==> src/rtl/imm_extend_pipe.sv <==
// imm_extend_pipe: two-stage immediate generator between decode and the ALU
// operand mux. Stage 1 captures the raw immediate, mode and tag. Stage 2
// forms the OUT_W-bit operand and registers it with its tag and overflow flag.
//
// Handshake (both ports): a transfer happens on a rising edge where valid and
// ready are both 1. A producer holds valid and its payload stable until the
// transfer. Ready never depends on valid. While Out_valid=1 and Out_ready=0,
// Ext_imm, Tag_out and Ovf hold their values.
module imm_extend_pipe #(
  parameter int IN_W  = 15,
  parameter int OUT_W = 32,
  parameter int SHIFT = 2,
  parameter int TAG_W = 5
) (
  input  logic             Clk,
  input  logic             Rst_n,
  input  logic             In_valid,
  output logic             In_ready,
  input  logic [IN_W-1:0]  Imm,
  input  logic [1:0]       Mode,
  input  logic [TAG_W-1:0] Tag_in,
  output logic             Out_valid,
  input  logic             Out_ready,
  output logic [OUT_W-1:0] Ext_imm,
  output logic [TAG_W-1:0] Tag_out,
  output logic             Ovf
);

  // Wide enough to hold the sign-extended immediate after the left shift,
  // so the bits pushed out of the top stay visible for overflow detection.
  localparam int WIDE_W = OUT_W + SHIFT;

  if (IN_W < 1 || IN_W > OUT_W) begin : g_bad_in_w
    $error("imm_extend_pipe: IN_W must satisfy 1 <= IN_W <= OUT_W");
  end
  if (SHIFT < 0 || SHIFT > OUT_W - 1) begin : g_bad_shift
    $error("imm_extend_pipe: SHIFT must be in 0..OUT_W-1");
  end

  // Stage 1 registers
  logic             s1_valid;
  logic [IN_W-1:0]  s1_imm;
  logic [1:0]       s1_mode;
  logic [TAG_W-1:0] s1_tag;

  // Stage 2 valid; its data registers are the output ports themselves
  logic             s2_valid;

  logic             s1_adv;
  logic             s2_adv;

  // Stage 2 next-value datapath
  logic signed [IN_W-1:0] imm_s;
  logic [WIDE_W-1:0]      wide_sext;
  logic [WIDE_W-1:0]      wide_shift;
  logic [SHIFT:0]         wide_top;
  logic [OUT_W-1:0]       ext_next;
  logic                   ovf_next;

  // A stage may take new contents when it is empty or its contents move on.
  assign s2_adv    = !s2_valid || Out_ready;
  assign s1_adv    = !s1_valid || s2_adv;
  // Held low while reset is asserted so nothing is offered as accepted during
  // the reset cycle; state is cleared by then, so it reads 1 right after.
  assign In_ready  = Rst_n && s1_adv;
  assign Out_valid = s2_valid;

  // Stage 1: capture the request whenever the stage is free to advance.
  always_ff @(posedge Clk) begin
    if (!Rst_n) begin
      s1_valid <= 1'b0;
      s1_imm   <= '0;
      s1_mode  <= '0;
      s1_tag   <= '0;
    end else if (s1_adv) begin
      s1_valid <= In_valid;
      if (In_valid) begin
        s1_imm  <= Imm;
        s1_mode <= Mode;
        s1_tag  <= Tag_in;
      end
    end
  end

  // Extension per mode. The top SHIFT+1 bits of the widened, shifted value
  // are the discarded bits plus the new sign bit; overflow means they differ.
  always_comb begin
    imm_s      = s1_imm;
    wide_sext  = WIDE_W'(imm_s);
    wide_shift = wide_sext << SHIFT;
    wide_top   = wide_shift[WIDE_W-1 -: SHIFT+1];
    ext_next   = '0;
    ovf_next   = 1'b0;
    case (s1_mode)
      2'b00: ext_next = OUT_W'(imm_s);
      2'b01: ext_next = OUT_W'(s1_imm);
      2'b10: begin
        ext_next = wide_shift[OUT_W-1:0];
        ovf_next = !((&wide_top) || !(|wide_top));
      end
      2'b11: ext_next = OUT_W'(s1_imm) << (OUT_W - IN_W);
      default: ext_next = '0;
    endcase
  end

  // Stage 2: load the computed result, or a bubble when stage 1 is empty.
  // Data registers only change on a real load, so they hold under stall.
  always_ff @(posedge Clk) begin
    if (!Rst_n) begin
      s2_valid <= 1'b0;
      Ext_imm  <= '0;
      Tag_out  <= '0;
      Ovf      <= 1'b0;
    end else if (s2_adv) begin
      s2_valid <= s1_valid;
      if (s1_valid) begin
        Ext_imm <= ext_next;
        Tag_out <= s1_tag;
        Ovf     <= ovf_next;
      end
    end
  end

endmodule
==> config.mk <==
export PLATFORM = sky130hd
export DESIGN_NAME = imm_extend_pipe
export DESIGN_NICKNAME = d
export VERILOG_FILES = /design/src/rtl/imm_extend_pipe.sv
export SDC_FILE = /design/constraint.sdc
export NUM_CORES = 1
export LEC_CHECK = 0
export CORE_ASPECT_RATIO = 1.1
export CORE_MARGIN = 3
export CORE_UTILIZATION = 45
export CTS_BUF_LIST = sky130_fd_sc_hd__clkbuf_8
export CTS_CLUSTER_SIZE = 20
export DETAILED_ROUTE_END_ITERATION = 7
export GPL_ROUTABILITY_DRIVEN = 0
export PLACE_DENSITY = 0.84
export SLEW_MARGIN = 25
export SYNTH_ARGS = -nofsm -noshare
export SYNTH_HDL_FRONTEND = slang
export SYNTH_SLANG_ARGS = --single-unit
==> constraint.sdc <==
create_clock -name Clk -period 1.2 [get_ports Clk]
set_input_delay 0.24 -clock Clk [delete_from_list [all_inputs] [get_ports Clk]]
set_output_delay 0.24 -clock Clk [all_outputs]
set_load 0.02 [all_outputs]
Word level (Yosys, flattened, before mapping) --
Cells that the tools add are included.
Operators by class: reduce and logical (&&, ||, !) cells 8, mux-type cells 1, eq/ne operators 3
Operators by type and width (number):
- case mux 32 bit (4 select lines) | 1
- == test 2 bit, second input constant | 2
- AND reduction 2 bit | 2
- == test 2 x 1 -> 1 bit, second input constant | 1
- zero test 1 bit | 2
- zero test 2 bit | 1
- logical OR 1 bit | 2
- logical AND 1 bit | 1
Storage, ports and cells: output and inout port bits 40, register bits after elaboration 61, logic and storage cells 19

Depth between registers and ports, before layout --
Gate-level depths: netlist of the first run.
depth after elaboration 4, depth in mapped cells 5, gate-level depth less buffers 3

Worst setup path before layout of the first run --
Ideal clock, no wire load.
path kind flip-flop to output port, start point reg s2_valid, in the netlist Out_valid, end point out In_ready, slack -0.236 ns, data required time 0.960 ns, cell stages (with the launch flop) 5, path buffers 2, arrival time 1.196 ns, cell sequence dfxtp_1 > nor2b_1 > buf_6 > clkbuf_1 > a21oi_1
On the way: cells in the longest elaborated chain, start to end 4
Ends and longest elaborated chain:
- start: declaration | line 47 | logic s2_valid;
- start signal: assignment | line 115 | s2_valid <= s1_valid;
- zero test 1 bit | line 61 | assign s2_adv = !s2_valid || Out_ready;
- logical OR 1 bit | line 61
- logical OR 1 bit | line 62 | assign s1_adv = !s1_valid || s2_adv;
- logical AND 1 bit | line 65 | assign In_ready = Rst_n && s1_adv;
- end: declaration | line 18 | output logic In_ready,
No other way between the ends.

Worst setup path after layout of the first run --
Same ends and word-level chain as after synthesis.

==> results of run 1 <==
==> placed cells by master, fill, tap and decap left out, drive strengths merged <==
cell / instances
clkdlybuf4s50: 23
nand4b: 2
o211a: 1
a2111o: 1
and3: 14
nor2: 3
clkbuf: 11
clkinv: 3
inv: 4
o2111ai: 1
nand2b: 14
nor2b: 1
a21oi: 25
o221a: 14
dlygate4sd2: 1
buf: 58
conb: 1
a211o: 2
clkdlybuf4s15: 5
clkinvlp: 1
a311oi: 13
nand3: 18
nand2: 45
o21ai: 9
a21boi: 1
mux2i: 22
dfxtp: 61
==> worst paths after layout <==
path,end,from,cells past startpoint
min reg2reg,s1_tag[1],s1_tag[1],2
max reg2reg,imm_s[14],Out_valid,5
max,In_ready,Out_valid,3
min,imm_s[1],Imm[1],3
==> layout make-up <==
class	instances	area (um^2)
flip-flops and latches	61	1230
repair buffers	87	738
clock buffers	11	151
fillers	460	1840
multi-input cells	187	1380
inverters	3	11.3
clock inverters	5	26.3
well taps	75	93.8
==> worst max-delay path, cell delays in order, from the launching register on <==
cell	delay, ns
dfxtp_4	0.34
nor2b_4	0.19
a21oi_2	0.08
buf_4	0.16
==> power by group <==
part           internal (mW)  switching, mW  leakage, nW
Combinational          0.373          0.432        0.943
Sequential              2.15          0.106        0.503
Clock                  0.842          0.776       0.0963
==> through the flow <==
stage	area, um^2	instances	hold WS, ns
after floorplan	2600	279	0.357
after global placement	3320	403	0.448
after detailed placement	3320	403	0.459
after CTS	3630	429	0.428
after global routing	3630	429	0.440
final	3630	429	0.447
==> state kept, by name, summed over array words and instances, names as in the netlist <==
name       count
Ext_imm       32
Out_valid      1
Tag_out        5
imm_s         15
s1_mode        2
s1_tag         5
s1_valid       1
==> kinds of logic after synthesis <==
family,share of synthesized area (%)
mux,8.55
compound gates,19.4
buf+inv,6.12
flops,47.4
other cells,0.146
simple gates,18.4
==> layer usage <==
layer / up-vias / wire length, um / part of all wire (%) / track usage (%)
met4: 0 / 219 / 2.9 / 13.0
met3: 20 / 569 / 7.6 / 6.58
met1: 1121 / 2920 / 39 / 25.2
li1: 1144 / - / - / -
met5: - / 0 / 0 / 0
met2: 108 / 3730 / 50 / 37.1
==> timing repair <==
item | in CTS | in global routing
cloned | 4 | 0
setup buffers | 6 | 5
gates resized for setup | 147 | 46
endpoints found under the setup margin | 89 | 74
pin swaps | 6 | 4
hold endpoints to repair | 0 | 0
==> reports/results.tsv, run 1 <==
metric	value	unit
critPathLaunchType	flip-flop	
pre_cts_slack	-0.673	ns
ys_seq_area_share	47.4	%
hpwlAfterDp	4.42	mm
ys.warnings.count	0	
synth_seq_cells	61	
antenna_left	0	
synth_nets	305	
postSynth.asyncResetShare	0	%
ioPinCount	66	
die_x	78.1	um
numClockSinks	61	
final_nets	375	
cp_data_arrival_time	1.10	ns
r2r_slack	-0.12	ns
p_per_area	1290	nW/um^2
synthTopCellsByCount	dfxtp_1, nand2_1, a21oi_1	
synth_area	2580	um^2
synth_cell_types	29	
leakage	1.54	nW
cts_tree	yes	
grt_overflow	0	
yosys-top-cells-area	dfxtp_1, mux2i_1, nand2_1, a21oi_1, a311oi_1	
violations	setup timing	
grt_pass1_vias	2454	
relSlewSlack	62.9	%
synth.avg_cell_area	9.23	um^2
endpoint_kind	primary output	
synth_edf_count	0	
core-area	5470	um^2
clockBufferDepth	2	
grt_use_total	22.3	%
setup_slack	-0.137	ns
cts-root-buf	clkbuf_8	
drc	0	
die-area	6670	um^2
synthDominantCellAreaShare	47.4	%
power	4.68	mW
path_class	flip-flop to primary output	
viasPerCell	5.58	
final_hold_viol_count	0	
num_vias	2393	
cts_buffers	9	
fmaxAchievable	748	MHz
grt_max_degree	60	
rsz0062_at_grt	true	
final_core_util	66.3	%
syn_inst	279	
wire_per_inst	17.3	um
hold_buffers	0	
finalSetupTns	-2.92	ns
path_clk_slew	0.07	ns
portBuffers	64	
dr.pass1.iters	4	
ir_drop	0.000828	V
synth.most_common_cell	dfxtp_1	
synth_flop_cell	dfxtp_1	
fin_skew	0.00671	ns
slew_viol_final	0	
fin_crit_sh	111	%
hold_path.class	input port to flip-flop	
fp.dieH	85.4	um
start_util	47.1	%
clock_latency	0.34	ns
yosysTopAreaCell	dfxtp_1	
required	0.96	ns
maxCapViolations	0	
setup_viol	39	
insertedDiodeCount	0	
tightest_slew	0.556	ns
h-tree-depth	3	
drt_iter0_markers	251	
totalWireLength	7.44	mm
layout-drive-gt1-share	31.1	%
fp-row-count	28	
antenna_found_initial	0	
min_period	1.34	ns
status	finished, violations left	
area_growth	40.7	%
grt_pass1_wl	11.6	mm
cp_max_fo	2	
No activity file was read; power rests on OpenSTA's default activity.
==> run 2: changes to the inputs <==
--- a/config.mk
+++ b/config.mk
@@ -12,6 +12,7 @@
 export CTS_CLUSTER_SIZE = 20
 export DETAILED_ROUTE_END_ITERATION = 7
 export GPL_ROUTABILITY_DRIVEN = 0
+export GPL_TIMING_DRIVEN = 0
 export PLACE_DENSITY = 0.84
 export SLEW_MARGIN = 25
 export SYNTH_ARGS = -nofsm -noshare
==> run 2 against run 1 <==
The flow still finishes with violations (setup timing). Total power is 0.20% higher. Core utilization rose by 0.30 points. Sequential cell count stayed put. Final area up 0.45%. Fmax shrank 6.7%. Non-clock buffer count increased by 18. Global-route usage is 1.5 points higher. Final cell count up 3.7%. Routed wire length increased by 1.5%. Critical path depth is 1 higher. Critical endpoint unchanged. Largest cell class unchanged. Largest power group unchanged.
==> reports/results.tsv, run 2 (synthesized netlist as in run 1, its figures left out) <==
metric	value	unit	change
final_nets	391		was 375
fin_skew	0.00935	ns	was 0.00671 ns
ioPinCount	66		unchanged
viasPerCell	5.60		was 5.58
slew_viol_final	0		unchanged
leakage	1.59	nW	was 1.54 nW
drc	0		unchanged
fmaxAchievable	698	MHz	was 748 MHz
grt_pass1_vias	2598		was 2454
die-area	6670	um^2	unchanged
top_register	Ext_imm		unchanged
drt_iter0_markers	191		was 251
fp-row-count	28		unchanged
num_vias	2492		was 2393
r2r_slack	-0.16	ns	was -0.12 ns
cts_tree	yes		unchanged
layout-drive-gt1-share	29.7	%	was 31.1%
hold_ws	0.365	ns	was 0.447 ns
start_util	47.1	%	unchanged
status	finished, violations left		unchanged
grt_pass1_wl	12.4	mm	was 11.6 mm
critPathMaxStageDelay	0.34	ns	about the same
die_x	78.1	um	unchanged
cp_num_buf_inv	2		was 1
fp.dieH	85.4	um	unchanged
cts_buffers	9		unchanged
cp_top_family	flip-flops		unchanged
min_period	1.43	ns	was 1.34 ns
path_class	flip-flop to primary output		unchanged
ir_drop	0.000752	V	was 0.000828 V
required	0.96	ns	about the same
antenna_left	0		unchanged
maxCapViolations	0		unchanged
setup_viol	52		was 39
portBuffers	63		was 64
path_clk_slew	0.06	ns	was 0.07 ns
critPathLaunchType	flip-flop		unchanged
layout_commonest_cell	dfxtp_1		unchanged
clockBufferDepth	2		unchanged
relSlewSlack	64.1	%	was 62.9%
hpwlAfterDp	4.93	mm	was 4.42 mm
area_growth	41.4	%	was 40.7%
violations	setup timing		unchanged
grt_overflow	0		unchanged
tightest_slew	0.539	ns	was 0.556 ns
clock_latency	0.34	ns	about the same
rsz0062_at_grt	true		unchanged
final_hold_viol_count	0		unchanged
cp_data_arrival_time	1.19	ns	was 1.10 ns
final_cell_mix	dfxtp_1, nand2_1, buf_2		unchanged
numClockSinks	61		unchanged
antenna_found_initial	0		unchanged
h-tree-depth	3		unchanged
grt_use_total	23.8	%	was 22.3%
use_met1	27.3	%	was 25.2%
wire_per_inst	17.0	um	was 17.3 um
slowest_stage	dfxtp_4		unchanged
setup_slack	-0.233	ns	was -0.137 ns
dr.pass1.iters	5		was 4
fin_crit_sh	119	%	was 111%
grt_util_met2	40.6	%	was 37.1%
grt_max_degree	11		was 60
cts-root-buf	clkbuf_8		unchanged
gr-max-usage-layer	met2		unchanged
endpoint_kind	primary output		unchanged
totalWireLength	7.56	mm	was 7.44 mm
p_per_area	1290	nW/um^2	about the same
insertedDiodeCount	0		unchanged
cp_max_fo	2		unchanged
largest_reg_flops	32		unchanged
use_met3	5.41	%	was 6.58%
hold_path.class	input port to flip-flop		unchanged
core-area	5470	um^2	unchanged
finalSetupTns	-5.17	ns	was -2.92 ns
crit_chain	nor2b_4 > buf_8 > a21oi_2 > buf_4		was nor2b_4 > a21oi_2 > buf_4
==> run 2: worst paths after layout <==
path,startpoint,end,cells after the start
setup reg to reg,Out_valid,Ext_imm[18],5
hold / removal,Rst_n,Ext_imm[2],3
hold reg to reg,s1_tag[0],s1_tag[0],2
setup / recovery,Out_valid,In_ready,4
==> run 2: per-stage QoR <==
stage / util, % / instance area (um^2) / std cells / total power [mW] / setup slack, ns
after floorplan: - / 2600 / 279 / 2.69 / -0.121
after detailed placement: 60.8 / 3320 / 417 / 3.03 / -0.955
after CTS: 69.0 / 3770 / 445 / 4.71 / -0.259
after global routing: 66.6 / 3640 / 445 / 4.89 / -0.269
after global placement: 60.8 / 3320 / 417 / 3.01 / -0.976
final: 66.6 / 3640 / 445 / 4.69 / -0.233
==> run 2: cell type report <==
class	instances	area, um^2
Timing Repair Buffer	79	643
Sequential cell	61	1230
Tap cell	75	93.8
Multi-Input combinational cell	185	1300
Fill cell	465	1820
Clock buffer	11	151
Clock inverter	5	26.3
Inverter	3	11.3
Buffer	26	190
==> run 2: worst register-to-register path, stage by stage (launching register included) <==
cell	delay, ns
dfxtp_4	0.34
nor2b_4	0.13
buf_6	0.13
a211o_4	0.31
buf_12	0.15
o221a_4	0.21
==> run 2: timing repair <==
action                     CTS  global route
gates resized for setup    182            46
setup endpoints to repair   98            82
gates cloned                 5             0
hold buffers                 0             0
buffers inserted             9             5
hold endpoints to repair     0             0
pin swaps                    6             8
==> run 2: routing by layer <==
| layer | wire (um) | part of all wire, % | vias up |
|---|---|---|---|
| met5 | 0 | 0 | - |
| met4 | 223 | 3.0 | 0 |
| met3 | 455 | 6.0 | 22 |
| met2 | 3820 | 51 | 119 |
| met1 | 3060 | 40 | 1177 |
| li1 | - | - | 1174 |
==> run 2: power breakdown <==
part	leakage (nW)	internal (mW)	switching, mW	total, mW
clock network	0.0963	0.842	0.783	1.63
logic	0.993	0.385	0.424	0.809
registers	0.503	2.15	0.107	2.26
==> run 3: changes to the inputs <==
--- a/config.mk
+++ b/config.mk
@@ -11,7 +11,6 @@
 export CTS_BUF_LIST = sky130_fd_sc_hd__clkbuf_8
 export CTS_CLUSTER_SIZE = 20
 export DETAILED_ROUTE_END_ITERATION = 7
-export GPL_ROUTABILITY_DRIVEN = 0
 export GPL_TIMING_DRIVEN = 0
 export PLACE_DENSITY = 0.84
 export SLEW_MARGIN = 25
==> results of run 3 <==
No change in the layout: final DEF, timing and power equal those of run 2.
